File: config.mk
export PLATFORM = sky130hd
export DESIGN_NAME = video_stream_arbiter
export DESIGN_NICKNAME = d
export VERILOG_FILES = /design/src/rtl/video_stream_arbiter.sv
export SDC_FILE = /design/constraint.sdc
export NUM_CORES = 1
export LEC_CHECK = 0
export ABC_AREA = 1
export CAP_MARGIN = 5
export CELL_PAD_IN_SITES_DETAIL_PLACEMENT = 0
export CELL_PAD_IN_SITES_GLOBAL_PLACEMENT = 1
export CORE_MARGIN = 10
export CORE_UTILIZATION = 38
export CTS_CLUSTER_SIZE = 10
export DETAILED_ROUTE_END_ITERATION = 10
export PLACE_DENSITY_LB_ADDON = 0.1
export SLEW_MARGIN = 20
export SYNTH_ARGS = -nofsm -noshare
export SYNTH_HDL_FRONTEND = slang
export SYNTH_SLANG_ARGS = --single-unit
File: constraint.sdc
create_clock -name vid_aclk -period 4.45 [get_ports vid_aclk]
set_input_delay 0.6675 -clock vid_aclk [delete_from_list [all_inputs] [get_ports vid_aclk]]
set_output_delay 0.6675 -clock vid_aclk [all_outputs]
set_load 0.1 [all_outputs]
File: src/rtl/video_stream_arbiter.sv
// ---------------------------------------------------------------------------
// video_stream_arbiter
//
// Frame-aligned 2:1 arbiter for an AXI4-Stream video path. One of two
// upstream sources owns the downstream stream. Ownership can change only
// between frames. A frame is counted in lines: it starts with a tuser beat
// and ends after vsize tlast beats. The output is registered through a
// main register plus a one-entry skid register, so the block sustains one
// beat per cycle and its ready is a registered signal.
//
// Parameters:
//   DATA_W      tdata width of all streams
//   LINE_CNT_W  width of the line counter and of vsize
//
// Ports:
//   vid_aclk, vid_aresetn     clock and asynchronous active-low reset
//   sel_req                   requested source; sampled only between frames
//   vsize                     lines per frame (0 behaves as 1)
//   active_src                source that currently owns the output
//   frame_done                one-cycle pulse after the last line is accepted
//   src0_axis_vid_*           source 0 stream (tdata/tvalid/tuser/tlast/tready)
//   src1_axis_vid_*           source 1 stream (tdata/tvalid/tuser/tlast/tready)
//   out_axis_vid_*            arbitrated output stream
//
// Build option:
//   VIDEO_ARB_FLUSH_EN  when defined, the non-active source sees tready=1 and
//                       its beats are discarded. When undefined, it sees
//                       tready=0 and is held.
// ---------------------------------------------------------------------------
module video_stream_arbiter #(
  parameter int DATA_W     = 32,
  parameter int LINE_CNT_W = 12
) (
  input  logic                  vid_aclk,
  input  logic                  vid_aresetn,
  input  logic                  sel_req,
  input  logic [LINE_CNT_W-1:0] vsize,
  output logic                  active_src,
  output logic                  frame_done,
  input  logic [DATA_W-1:0]     src0_axis_vid_tdata,
  input  logic                  src0_axis_vid_tvalid,
  input  logic                  src0_axis_vid_tuser,
  input  logic                  src0_axis_vid_tlast,
  output logic                  src0_axis_vid_tready,
  input  logic [DATA_W-1:0]     src1_axis_vid_tdata,
  input  logic                  src1_axis_vid_tvalid,
  input  logic                  src1_axis_vid_tuser,
  input  logic                  src1_axis_vid_tlast,
  output logic                  src1_axis_vid_tready,
  output logic [DATA_W-1:0]     out_axis_vid_tdata,
  output logic                  out_axis_vid_tuser,
  output logic                  out_axis_vid_tlast,
  output logic                  out_axis_vid_tvalid,
  input  logic                  out_axis_vid_tready
);

`ifdef VIDEO_ARB_FLUSH_EN
  localparam logic IDLE_SRC_READY = 1'b1;
`else
  localparam logic IDLE_SRC_READY = 1'b0;
`endif

  typedef enum logic [0:0] {
    ST_IDLE = 1'b0,
    ST_PASS = 1'b1
  } state_t;

  state_t                state_q, state_d;
  logic                  active_src_q, active_src_d;
  logic [LINE_CNT_W-1:0] line_cnt_q, line_cnt_d;
  logic                  frame_done_q, frame_done_d;

  logic                  main_valid_q, main_valid_d;
  logic [DATA_W-1:0]     main_data_q, main_data_d;
  logic                  main_user_q, main_user_d;
  logic                  main_last_q, main_last_d;

  logic                  skid_valid_q, skid_valid_d;
  logic [DATA_W-1:0]     skid_data_q, skid_data_d;
  logic                  skid_user_q, skid_user_d;
  logic                  skid_last_q, skid_last_d;

  logic                  src0_ready_q, src0_ready_d;
  logic                  src1_ready_q, src1_ready_d;

  // Active-source view and frame-control helpers
  logic                  in_valid_s;
  logic                  in_ready_s;
  logic [DATA_W-1:0]     in_data_s;
  logic                  in_user_s;
  logic                  in_last_s;
  logic                  accept_s;
  logic                  fwd_s;
  logic                  main_free_s;
  logic [LINE_CNT_W-1:0] last_line_s;
  logic [LINE_CNT_W-1:0] cnt_base_s;

  // Next-state logic: frame tracking, source ownership, skid buffer and readies
  always_comb begin
    in_valid_s  = active_src_q ? src1_axis_vid_tvalid : src0_axis_vid_tvalid;
    in_ready_s  = active_src_q ? src1_ready_q         : src0_ready_q;
    in_data_s   = active_src_q ? src1_axis_vid_tdata  : src0_axis_vid_tdata;
    in_user_s   = active_src_q ? src1_axis_vid_tuser  : src0_axis_vid_tuser;
    in_last_s   = active_src_q ? src1_axis_vid_tlast  : src0_axis_vid_tlast;
    accept_s    = in_valid_s & in_ready_s;

    // vsize of 0 behaves like 1, so the last line index is 0 in both cases
    if (vsize == {LINE_CNT_W{1'b0}}) begin
      last_line_s = {LINE_CNT_W{1'b0}};
    end else begin
      last_line_s = vsize - {{(LINE_CNT_W-1){1'b0}}, 1'b1};
    end

    // A tuser beat (SOF or mid-frame resync) restarts the line count
    cnt_base_s   = in_user_s ? {LINE_CNT_W{1'b0}} : line_cnt_q;

    state_d      = state_q;
    active_src_d = active_src_q;
    line_cnt_d   = line_cnt_q;
    frame_done_d = 1'b0;
    fwd_s        = 1'b0;

    case (state_q)
      ST_IDLE: begin
        // Pre-SOF beats are dropped. On the SOF beat the owner freezes with
        // the source that delivered it, not a newly requested one.
        if (accept_s && in_user_s) begin
          fwd_s        = 1'b1;
          active_src_d = active_src_q;
        end else begin
          fwd_s        = 1'b0;
          active_src_d = sel_req;
        end
      end
      ST_PASS: begin
        fwd_s = accept_s;
      end
      default: begin
        state_d = ST_IDLE;
      end
    endcase

    if (fwd_s) begin
      if (in_last_s) begin
        if (cnt_base_s == last_line_s) begin
          frame_done_d = 1'b1;
          line_cnt_d   = {LINE_CNT_W{1'b0}};
          state_d      = ST_IDLE;
        end else begin
          line_cnt_d   = cnt_base_s + {{(LINE_CNT_W-1){1'b0}}, 1'b1};
          state_d      = ST_PASS;
        end
      end else begin
        line_cnt_d = cnt_base_s;
        state_d    = ST_PASS;
      end
    end else begin
      line_cnt_d = line_cnt_d;
    end

    // Skid buffer: the main register drives the output. The skid register
    // catches the one beat accepted while the main register is stalled.
    main_free_s  = ~main_valid_q | out_axis_vid_tready;
    main_valid_d = main_valid_q;
    main_data_d  = main_data_q;
    main_user_d  = main_user_q;
    main_last_d  = main_last_q;
    skid_valid_d = skid_valid_q;
    skid_data_d  = skid_data_q;
    skid_user_d  = skid_user_q;
    skid_last_d  = skid_last_q;

    if (main_free_s) begin
      if (skid_valid_q) begin
        main_valid_d = 1'b1;
        main_data_d  = skid_data_q;
        main_user_d  = skid_user_q;
        main_last_d  = skid_last_q;
        skid_valid_d = fwd_s;
        if (fwd_s) begin
          skid_data_d = in_data_s;
          skid_user_d = in_user_s;
          skid_last_d = in_last_s;
        end else begin
          skid_data_d = skid_data_q;
        end
      end else begin
        main_valid_d = fwd_s;
        if (fwd_s) begin
          main_data_d = in_data_s;
          main_user_d = in_user_s;
          main_last_d = in_last_s;
        end else begin
          main_data_d = main_data_q;
        end
      end
    end else begin
      if (fwd_s) begin
        skid_valid_d = 1'b1;
        skid_data_d  = in_data_s;
        skid_user_d  = in_user_s;
        skid_last_d  = in_last_s;
      end else begin
        skid_valid_d = skid_valid_q;
      end
    end

    // Readies are registered. The next owner is ready while the skid is empty.
    if (active_src_d) begin
      src0_ready_d = IDLE_SRC_READY;
      src1_ready_d = ~skid_valid_d;
    end else begin
      src0_ready_d = ~skid_valid_d;
      src1_ready_d = IDLE_SRC_READY;
    end
  end

  // State, datapath and output registers
  always_ff @(posedge vid_aclk or negedge vid_aresetn) begin
    if (!vid_aresetn) begin
      state_q      <= ST_IDLE;
      active_src_q <= 1'b0;
      line_cnt_q   <= {LINE_CNT_W{1'b0}};
      frame_done_q <= 1'b0;
      main_valid_q <= 1'b0;
      main_data_q  <= {DATA_W{1'b0}};
      main_user_q  <= 1'b0;
      main_last_q  <= 1'b0;
      skid_valid_q <= 1'b0;
      skid_data_q  <= {DATA_W{1'b0}};
      skid_user_q  <= 1'b0;
      skid_last_q  <= 1'b0;
      src0_ready_q <= 1'b0;
      src1_ready_q <= 1'b0;
    end else begin
      state_q      <= state_d;
      active_src_q <= active_src_d;
      line_cnt_q   <= line_cnt_d;
      frame_done_q <= frame_done_d;
      main_valid_q <= main_valid_d;
      main_data_q  <= main_data_d;
      main_user_q  <= main_user_d;
      main_last_q  <= main_last_d;
      skid_valid_q <= skid_valid_d;
      skid_data_q  <= skid_data_d;
      skid_user_q  <= skid_user_d;
      skid_last_q  <= skid_last_d;
      src0_ready_q <= src0_ready_d;
      src1_ready_q <= src1_ready_d;
    end
  end

  assign active_src           = active_src_q;
  assign frame_done           = frame_done_q;
  assign src0_axis_vid_tready = src0_ready_q;
  assign src1_axis_vid_tready = src1_ready_q;
  assign out_axis_vid_tvalid  = main_valid_q;
  assign out_axis_vid_tdata   = main_data_q;
  assign out_axis_vid_tuser   = main_user_q;
  assign out_axis_vid_tlast   = main_last_q;

endmodule

==> flow_summary.ini, run 1 <==
[clock_tree]
clock_sinks = 87
cts-root-buf = clkbuf_16
clk_path_buf_depth = 2
postCtsSetupRepairBufs = 0
cts_tree = built
cts_made_buffers = 9
hold_buffers = 0
cts_resized = 0
insertion_delay_ps = 340
clk_pin_slew_ps = 60
cts_max_level = 3

[finish]
layout-drive-gt1-share_pct = 11.9
n_fill_cell = 1338
fin_nets = 943
syn_to_final_growth_pct = 32.2
antenna_cells = 0

[job]
max-cap-violations = 0

[worst_setup_path]
path_buf_inv = 3
arrival_ps = 3060
required_ps = 4680
r2r_start = active_src
cpMaxStageDelayCell = clkdlybuf4s50_1
start_kind = primary input
cp_max_fo = 22
cp.depth = 16
cpPeakStageDelay_ps = 400
rr_worst_depth = 16
crit_top_cell = nand2_1
worst_r2r_endpoint = line_cnt_q[10]
r2r_slack_ps = 1690
cp_top_family = simple AND/OR/NAND/NOR gates
cp-end-kind = register
worstPathCellList = clkdlybuf4s50_1, inv_1, ha_1, nand2_4, nor2_4, nand2_4, nand2_1, nand2_1, nand2_1, nand2_1, inv_2, nand2_1, nor2_2, nand3_2, nand3_1, nand2_1
crit_type = in2reg

[logic_synthesis]
syn_nets = 833
avgSynthCellArea_um2 = 7.02
ys.flop_type = dfrtp_1
ys_ff_latch = 87
postSynth.asyncResetShare_pct = 100
yosysUniqueCellTypes = 35
synth_top_area_share_pct = 41.6
synth-edff-count = 0
synth_area_um2 = 5230
synth.area.top_cells = dfrtp_1 42%, nand2_1 25%, nor2_1 4.7%
ys_seq_area_share_pct = 41.6
synthCells = 745
synth_warnings = 0
netlist.top_cell.by_area = dfrtp_1

[route]
wire_per_inst_um = 14.2
drt_first_pass_iters = 4
drtIter0Drc = 238
final_antenna_net_count = 0
wirelength_um = 14700
post-route-drc-count = 0
num_vias = 4860
vias_per_cell = 4.69

[sta]
rsz0062_at_grt = false
fmax_mhz = 353
slew_viol_final = 0
finClkSkew_ps = 9.12
finalCritPeriodShare_pct = 63.6
max-slew-margin-rel_pct = 32.8
hold_viol = 0
tightest_slew_ps = 1000
min_period_ps = 2830
final-setup-viol-count = 0
setup_tns_ps = 0

[outcome]
status = finished clean

[grt]
globalRouteTotalUtil_pct = 15.7
grt_antenna_before_repair = 0
grt_pass1_vias = 4783
overflow = 0
grt_start_max_net_pins = 52
grt_pass1_wl_um = 23900

[place]
gp_congestion = 0.829
port_buffers = 124
hpwl_um = 11000

[floorplan]
die_x_um = 137
die_y_um = 137
row_count = 42
ioPinCount = 125
core_area_um2 = 13300
start_util_pct = 39.2
die_area_um2 = 18800

[power_and_ir_drop]
seq_power_share_pct = 26.0
leakage_nw = 3.40
irDropWorstVdd_mv = 0.496
comb_power_share_pct = 58.5
powerDensity_nw_per_um2 = 736
intPower_mw = 2.33
p_switching_mw = 2.76
p_clk_share_pct = 15.6
total_power_mw = 5.08
switching_share_pct = 54.2

[worst_hold_path]
min_path_type = in2async
## worst reg2reg max path, delay by kind of cell, from the launching register on
kind	cells	cell delay (ps)
fa+ha+maj	1	140
xor+xnor	1	150
simple gates	10	1270
flops	1	510
buf+inv	4	600
## synthesized netlist by cell type, types with 2 or more instances
| library cell | instances |
|---|---|
| nand4_1 | 8 |
| inv_2 | 10 |
| nand3_1 | 23 |
| nand3b_1 | 2 |
| a31oi_1 | 34 |
| nand3_2 | 17 |
| inv_1 | 44 |
| nand4_2 | 2 |
| a21oi_1 | 3 |
| nand2_4 | 3 |
| clkbuf_1 | 22 |
| o21ai_0 | 4 |
| ha_1 | 2 |
| dfrtp_1 | 87 |
| buf_2 | 7 |
| nor2_1 | 66 |
| a21oi_2 | 2 |
| nand2_1 | 345 |
| nor2_4 | 4 |
| xor2_1 | 10 |
| o21ai_1 | 3 |
| nor2_2 | 10 |
| buf_6 | 3 |
| nand2_2 | 23 |
## cell type report
class	instances	area [µm²]	area share, %
timing repair buffer	132	1300	18.8
tap	176	220	3.19
multi-input combinational	568	2690	38.8
clock inverter	6	73.8	1.07
clock buffer	10	239	3.46
sequential	87	2180	31.5
inverter	57	221	3.20
## worst max-delay path by stage
| stage | from | to | slack (ps) |
|---|---|---|---|
| after floorplan | active_src | line_cnt_q[10] | 1680 |
| after global placement | vsize[0] | line_cnt_q[2] | 1300 |
| after CTS | vsize[0] | line_cnt_q[2] | 1620 |
| after detailed placement | vsize[0] | line_cnt_q[2] | 1260 |
| after global routing | vsize[0] | line_cnt_q[2] | 1410 |
| final | vsize[0] | line_cnt_q[2] | 1620 |
## power by group through the flow
stage / clock network [mW] / registers, mW / logic, mW
2_1_floorplan: 0 / 2.54 / 1.02
3_3_place_gp: 0 / 1.33 / 2.97
3_5_place_dp: 0 / 1.33 / 3.01
4_1_cts: 0.811 / 1.32 / 3.01
5_1_grt: 0.850 / 1.36 / 3.21
6_report: 0.791 / 1.32 / 2.97
## registers in the layout (all words and copies together) (netlist names)
name,flops
line_cnt_q,12
out_axis_vid_tuser,1
out_axis_vid_tdata,32
skid_valid_q,1
state_q,1
active_src,1
skid_data_q,32
out_axis_vid_tvalid,1
skid_last_q,1
out_axis_vid_tlast,1
frame_done,1
src0_axis_vid_tready,1
src1_axis_vid_tready,1
skid_user_q,1
## per-layer routing
layer / GRT usage [%] / wire (µm)
met1: 19.9 / 6780
met5: 0 / 0
met4: 4.68 / 185
met3: 4.22 / 808
met2: 25.6 / 6950
## per-stage QoR
step	worst slack [ps]	cell area (µm²)	util [%]	hold WS, ps	std cells
floorplan	1680	5230	-	372	745
global placement	1300	6600	49.4	453	1020
detailed placement	1260	6600	49.4	458	1020
CTS	1620	6910	51.8	366	1036
global route	1410	6910	51.8	393	1036
finish	1620	6910	51.8	346	1036
## cell usage in the layout, fill, tap and decap left out, types with 2 or more instances in the layout
| cell | synthesis | final |
|---|---|---|
| nand3_1 | 23 | 23 |
| ha_1 | 2 | 2 |
| nor2_1 | 66 | 66 |
| nand2_1 | 345 | 345 |
| inv_2 | 10 | 10 |
| nand3_2 | 17 | 17 |
| a21oi_1 | 3 | 3 |
| clkbuf_16 | 0 | 9 |
| nand2_2 | 23 | 23 |
| inv_6 | 1 | 3 |
| nor2_2 | 10 | 10 |
| nand4_2 | 2 | 2 |
| a31oi_1 | 34 | 34 |
| inv_1 | 44 | 44 |
| clkdlybuf4s50_1 | 0 | 122 |
| nand3b_1 | 2 | 2 |
| buf_4 | 1 | 10 |
| o21ai_1 | 3 | 3 |
| xor2_1 | 10 | 10 |
| nand2_4 | 3 | 3 |
| clkinvlp_4 | 0 | 2 |
| a21oi_4 | 0 | 2 |
| nor2_4 | 4 | 4 |
| dfrtp_1 | 87 | 87 |
| o21ai_0 | 4 | 4 |
| nand4_1 | 8 | 8 |
## kinds of logic (layout without fill, tap and decap cells)
| logic type | count (synthesis) | after routing | share of synthesized area (%) |
|---|---|---|---|
| adder cells (fa/ha/maj) | 2 | 2 | 0.479 |
| buffers and inverters | 90 | 205 | 7.28 |
| AO/OA/AOI/OAI | 48 | 48 | 5.65 |
| XOR/XNOR | 10 | 10 | 1.68 |
| AND/OR/NAND/NOR | 508 | 508 | 43.3 |
| flip-flops | 87 | 87 | 41.6 |
Power figures use the tool's default switching activity.
==> run 2: changes to the inputs <==
- CORE_UTILIZATION: 38 -> 36
- clock period: 4.45 -> 2.9 ns (I/O delays scaled with it)
==> run 2 against run 1 <==
  * Sequential share of layout area hardly changed
  * Hold slack worse by 240 ps
  * Count of clock-buffer cells in the layout stayed put
  * Utilization is 2.5 points lower
  * Via count is 0.97% higher
==> flow_summary.ini, run 2 (synthesis gave the netlist of run 1 again) <==
[clock_tree]
clk_pin_slew_ps = 70
cts_tree = built
cts-root-buf = clkbuf_16
hold_buffers = 0
clk_path_buf_depth = 2
cts_max_level = 3
postCtsSetupRepairBufs = 0
cts_made_buffers = 9
insertion_delay_ps = 350
clock_sinks = 87
cts_resized = 0

[finish]
n_fill_cell = 1430
final_cell_mix = 345 x nand2_1, 87 x dfrtp_1, 84 x clkdlybuf4s50_1
syn_to_final_growth_pct = 32.3
final_common_cell = nand2_1
fin_nets = 946
utilization_pct = 49.2
antenna_cells = 0
layout-drive-gt1-share_pct = 16.6

[sta]
finalCritPeriodShare_pct = 85.0
setup_tns_ps = 0
rsz0062_at_grt = false
max-slew-margin-rel_pct = 50.9
slew_viol_final = 0
final-setup-viol-count = 0
min_period_ps = 2470
finClkSkew_ps = 6.97
tightest_slew_ps = 737
fmax_mhz = 406
hold_viol = 0

[power_and_ir_drop]
leakage_nw = 3.48
powerDensity_nw_per_um2 = 1150
irDropWorstVdd_mv = 0.613

[floorplan]
die_area_um2 = 19700
die_x_um = 141
start_util_pct = 37.2
core_area_um2 = 14000
ioPinCount = 125
row_count = 43
die_y_um = 141

[worst_hold_path]
min_path_type = in2async

[route]
vias_per_cell = 4.70
drtIter0Drc = 289
drt_first_pass_iters = 4
post-route-drc-count = 0
wire_per_inst_um = 14.7
final_antenna_net_count = 0
wirelength_um = 15300
num_vias = 4907

[worst_setup_path]
cpMaxStageDelayCell = clkdlybuf4s50_1
required_ps = 3140
cp_max_fo = 22
crit_type = in2reg
arrival_ps = 2700
cp.depth = 17
cpPeakStageDelay_ps = 400
cp-end-kind = register
path_buf_inv = 4
crit_top_cell = nand2_1
cp_top_family = simple AND/OR/NAND/NOR gates
worstPathCellList = clkdlybuf4s50_1, inv_1, ha_1, nand2_4, nor2_4, nand2_4, nand2_1, nand2_1, nand2_1, nand2_1, inv_2, nand2_1, nor2_2, nand3_2, buf_4, nand2_1, o21ai_1
rr_worst_depth = 16
start_kind = primary input

[place]
port_buffers = 124
hpwl_um = 11200
gp_congestion = 0.857

[grt]
grt_pass1_vias = 4835
grt_antenna_before_repair = 1
overflow = 0
grt_start_max_net_pins = 81
globalRouteTotalUtil_pct = 15.3
grt_pass1_wl_um = 24900

[outcome]
status = finished clean

[job]
max-cap-violations = 0
run 2: worst register-to-register path, stage by stage (launching register included):
cell and delay (ps):
dfrtp_1 600, inv_4 80, nand2_4 100, nand2_8 70
inv_6 100, nand2_1 90, inv_2 70, ha_1 150
nand2_1 90, nor2_2 150, nand3_1 130, nor3_2 180
nand2_1 90, xor2_1 150, clkinv_1 90, nand3_2 80
nand2_2 40
run 2: area by class of cell:
class | instances | area (µm²) | area share [%]
multi-input combinational | 568 | 2690 | 38.8
inverter | 57 | 221 | 3.20
clock buffer | 10 | 239 | 3.46
sequential | 87 | 2180 | 31.5
timing repair buffer | 135 | 1250 | 18.1
tap | 180 | 225 | 3.26
clock inverter | 6 | 115 | 1.66
run 2: final timing paths:
path	from	endpoint	slack, ps
worst max-delay path	vsize[0]	state_q	430
worst min-delay path	vid_aresetn	skid_data_q[7]	110
worst max register to register	active_src	line_cnt_q[10]	530
worst min register to register	skid_data_q[11]	skid_data_q[11]	470
max in group asynchronous	vid_aresetn	skid_data_q[8]	2180
min in group vid_aclk	skid_data_q[11]	skid_data_q[11]	470
run 2: metrics by stage:
| step | setup slack (ps) | total power [mW] | area (µm²) | std cells | hold slack (ps) |
|---|---|---|---|---|---|
| after global routing | 274 | 8.48 | 6920 | 1043 | 197 |
| after CTS | 452 | 8.07 | 6910 | 1043 | 311 |
| after floorplan | 134 | 5.47 | 5230 | 745 | 139 |
| after detailed placement | 81.9 | 6.66 | 6560 | 1027 | 458 |
| after global placement | 136 | 6.58 | 6560 | 1027 | 453 |
| final | 435 | 7.97 | 6920 | 1043 | 109 |
run 2: report_power, final:
group          internal, mW  switching (mW)
registers              1.73           0.307
clock network         0.873           0.514
logic                  1.10            3.44
run 2: routing by layer:
metal  part of all wire [%]  GRT usage (%)  vias to the layer above
met5                      0              0                        -
met1                     47           19.9                     2248
met4                    1.1           4.24                        0
met3                    4.9           3.92                       13
met2                     47           24.3                       99
li1                       -              -                     2547
==> run 3: changes to the inputs <==
- CAP_MARGIN: 5 -> 30
==> run 3 against run 2 <==
  * Utilization decreased by 0.15 points
  * Critical path depth stayed put
  * Fmax rose by 0.33%
  * Power shrank 2.3%
  * Routed wire length decreased by 0.77%
  * Largest power group unchanged
==> flow_summary.ini, run 3 (synthesis gave the netlist of run 1 again) <==
[outcome]
status = finished clean

[route]
post-route-drc-count = 0
drtIter0Drc = 293
vias_per_cell = 4.74
wire_per_inst_um = 14.5
wirelength_um = 15200
final_antenna_net_count = 0
drt_first_pass_iters = 4
num_vias = 4956

[floorplan]
die_y_um = 141
core_area_um2 = 14000
row_count = 43
start_util_pct = 37.2
ioPinCount = 125
die_x_um = 141
die_area_um2 = 19700

[grt]
overflow = 0
grt_pass1_vias = 4920
grt_use_met2_pct = 24.4
met3_usage_pct = 3.28
grt_antenna_before_repair = 1
globalRouteTotalUtil_pct = 15.3
grt_start_max_net_pins = 69
top_usage_layer = met2
grtUsageMet1_pct = 20.0
grt_pass1_wl_um = 24900

[worst_setup_path]
cpPeakStageDelay_ps = 400
crit_type = in2reg
arrival_ps = 2690
cpMaxStageDelayCell = clkdlybuf4s50_1
start_kind = primary input
cp_top_family = simple AND/OR/NAND/NOR gates
path_buf_inv = 4
worstPathCellList = clkdlybuf4s50_1, inv_1, ha_1, nand2_4, nor2_4, nand2_4, nand2_1, nand2_1, nand2_1, nand2_1, inv_2, nand2_1, nor2_2, nand3_2, buf_4, nand2_1, o21ai_1
cp-end-kind = register
cp_max_fo = 22
required_ps = 3130
crit_top_cell = nand2_1

[clock_tree]
postCtsSetupRepairBufs = 0
cts_resized = 0
clk_pin_slew_ps = 70
hold_buffers = 0
cts_made_buffers = 9
clk_path_buf_depth = 2
cts-root-buf = clkbuf_16
clock_sinks = 87
cts_tree = built
cts_max_level = 3
insertion_delay_ps = 350

[finish]
layout-drive-gt1-share_pct = 16.7
regArea_um2 = 2180
final_cell_mix = 345 x nand2_1, 87 x dfrtp_1, 84 x clkdlybuf4s50_1
fin_nets = 947
syn_to_final_growth_pct = 31.9
final_common_cell = nand2_1
n_fill_cell = 1459
multiInputGateArea_um2 = 2690
fin_area_um2 = 6890

[place]
placed_area_um2 = 6590
hpwl_um = 11300
port_buffers = 124
gp_congestion = 0.857

[sta]
setup_tns_ps = 0
fmax_mhz = 407
hold_viol = 0
finalCritPeriodShare_pct = 84.7
min_period_ps = 2460
max-slew-margin-rel_pct = 53.1
final-setup-viol-count = 0
tightest_slew_ps = 702
whs_ps = 54.3
rsz0062_at_grt = false
finClkSkew_ps = 7.78
slew_viol_final = 0

[power_and_ir_drop]
switching_share_pct = 54.6
p_clk_share_pct = 15.5
seq_power_share_pct = 26.2
comb_power_share_pct = 58.3
powerDensity_nw_per_um2 = 1130
intPower_mw = 3.53
leakage_nw = 3.47
total_power_mw = 7.78
irDropWorstVdd_mv = 0.728
p_switching_mw = 4.25

[job]
max-cap-violations = 0

[worst_hold_path]
min_path_type = in2async
run 3: cell type report:
class,instances,area share (%)
multi-input combinational,568,38.9
clock inverter,6,0.980
sequential,87,31.6
tap,180,3.27
timing repair buffer,136,18.5
inverter,57,3.21
antenna,1,0.0363
clock buffer,10,3.47
run 3: path summary, 6_finish.rpt:
check	from	end	slack, ps	depth (start not counted)
max	vsize[0]	state_q	440	17
min	vid_aresetn	skid_data_q[7]	50	1
max reg2reg	active_src	line_cnt_q[10]	550	16
min reg2reg	skid_data_q[9]	skid_data_q[9]	470	2
max in group asynchronous	vid_aresetn	skid_last_q	2240	2
min in group vid_aclk	skid_data_q[9]	skid_data_q[9]	470	2
run 3: per-layer routing:
metal / wire [µm] / part of all wire (%)
met5: 0 / 0
met4: 175 / 1.2
met3: 781 / 5.1
met2: 7110 / 47
met1: 7120 / 47
run 3: stage by stage:
stage | worst slack (ps) | utilization, % | cells
2_1_floorplan | 134 | - | 745
3_3_place_gp | 136 | 46.7 | 1027
3_5_place_dp | 83.1 | 46.9 | 1028
4_1_cts | 439 | 49.1 | 1044
5_1_grt | 285 | 49.1 | 1044
6_report | 443 | 49.1 | 1045
run 3: worst reg2reg max path: cells and delay by family (launching register included):
family,cells,cell delay [ps]
and+or+nand+nor,10,1040
buffers and inverters,4,340
DFF,1,580
adders and majority gates,1,140
xor gates and xnor gates,1,140
run 3: power by group through the flow:
stage,combinational [mW],clock [mW],sequential [mW]
floorplan,1.56,0,3.90
global placement,4.54,0,2.04
detailed placement,4.61,0,2.06
CTS,4.60,1.23,2.04
global route,4.89,1.29,2.11
finish,4.54,1.21,2.04
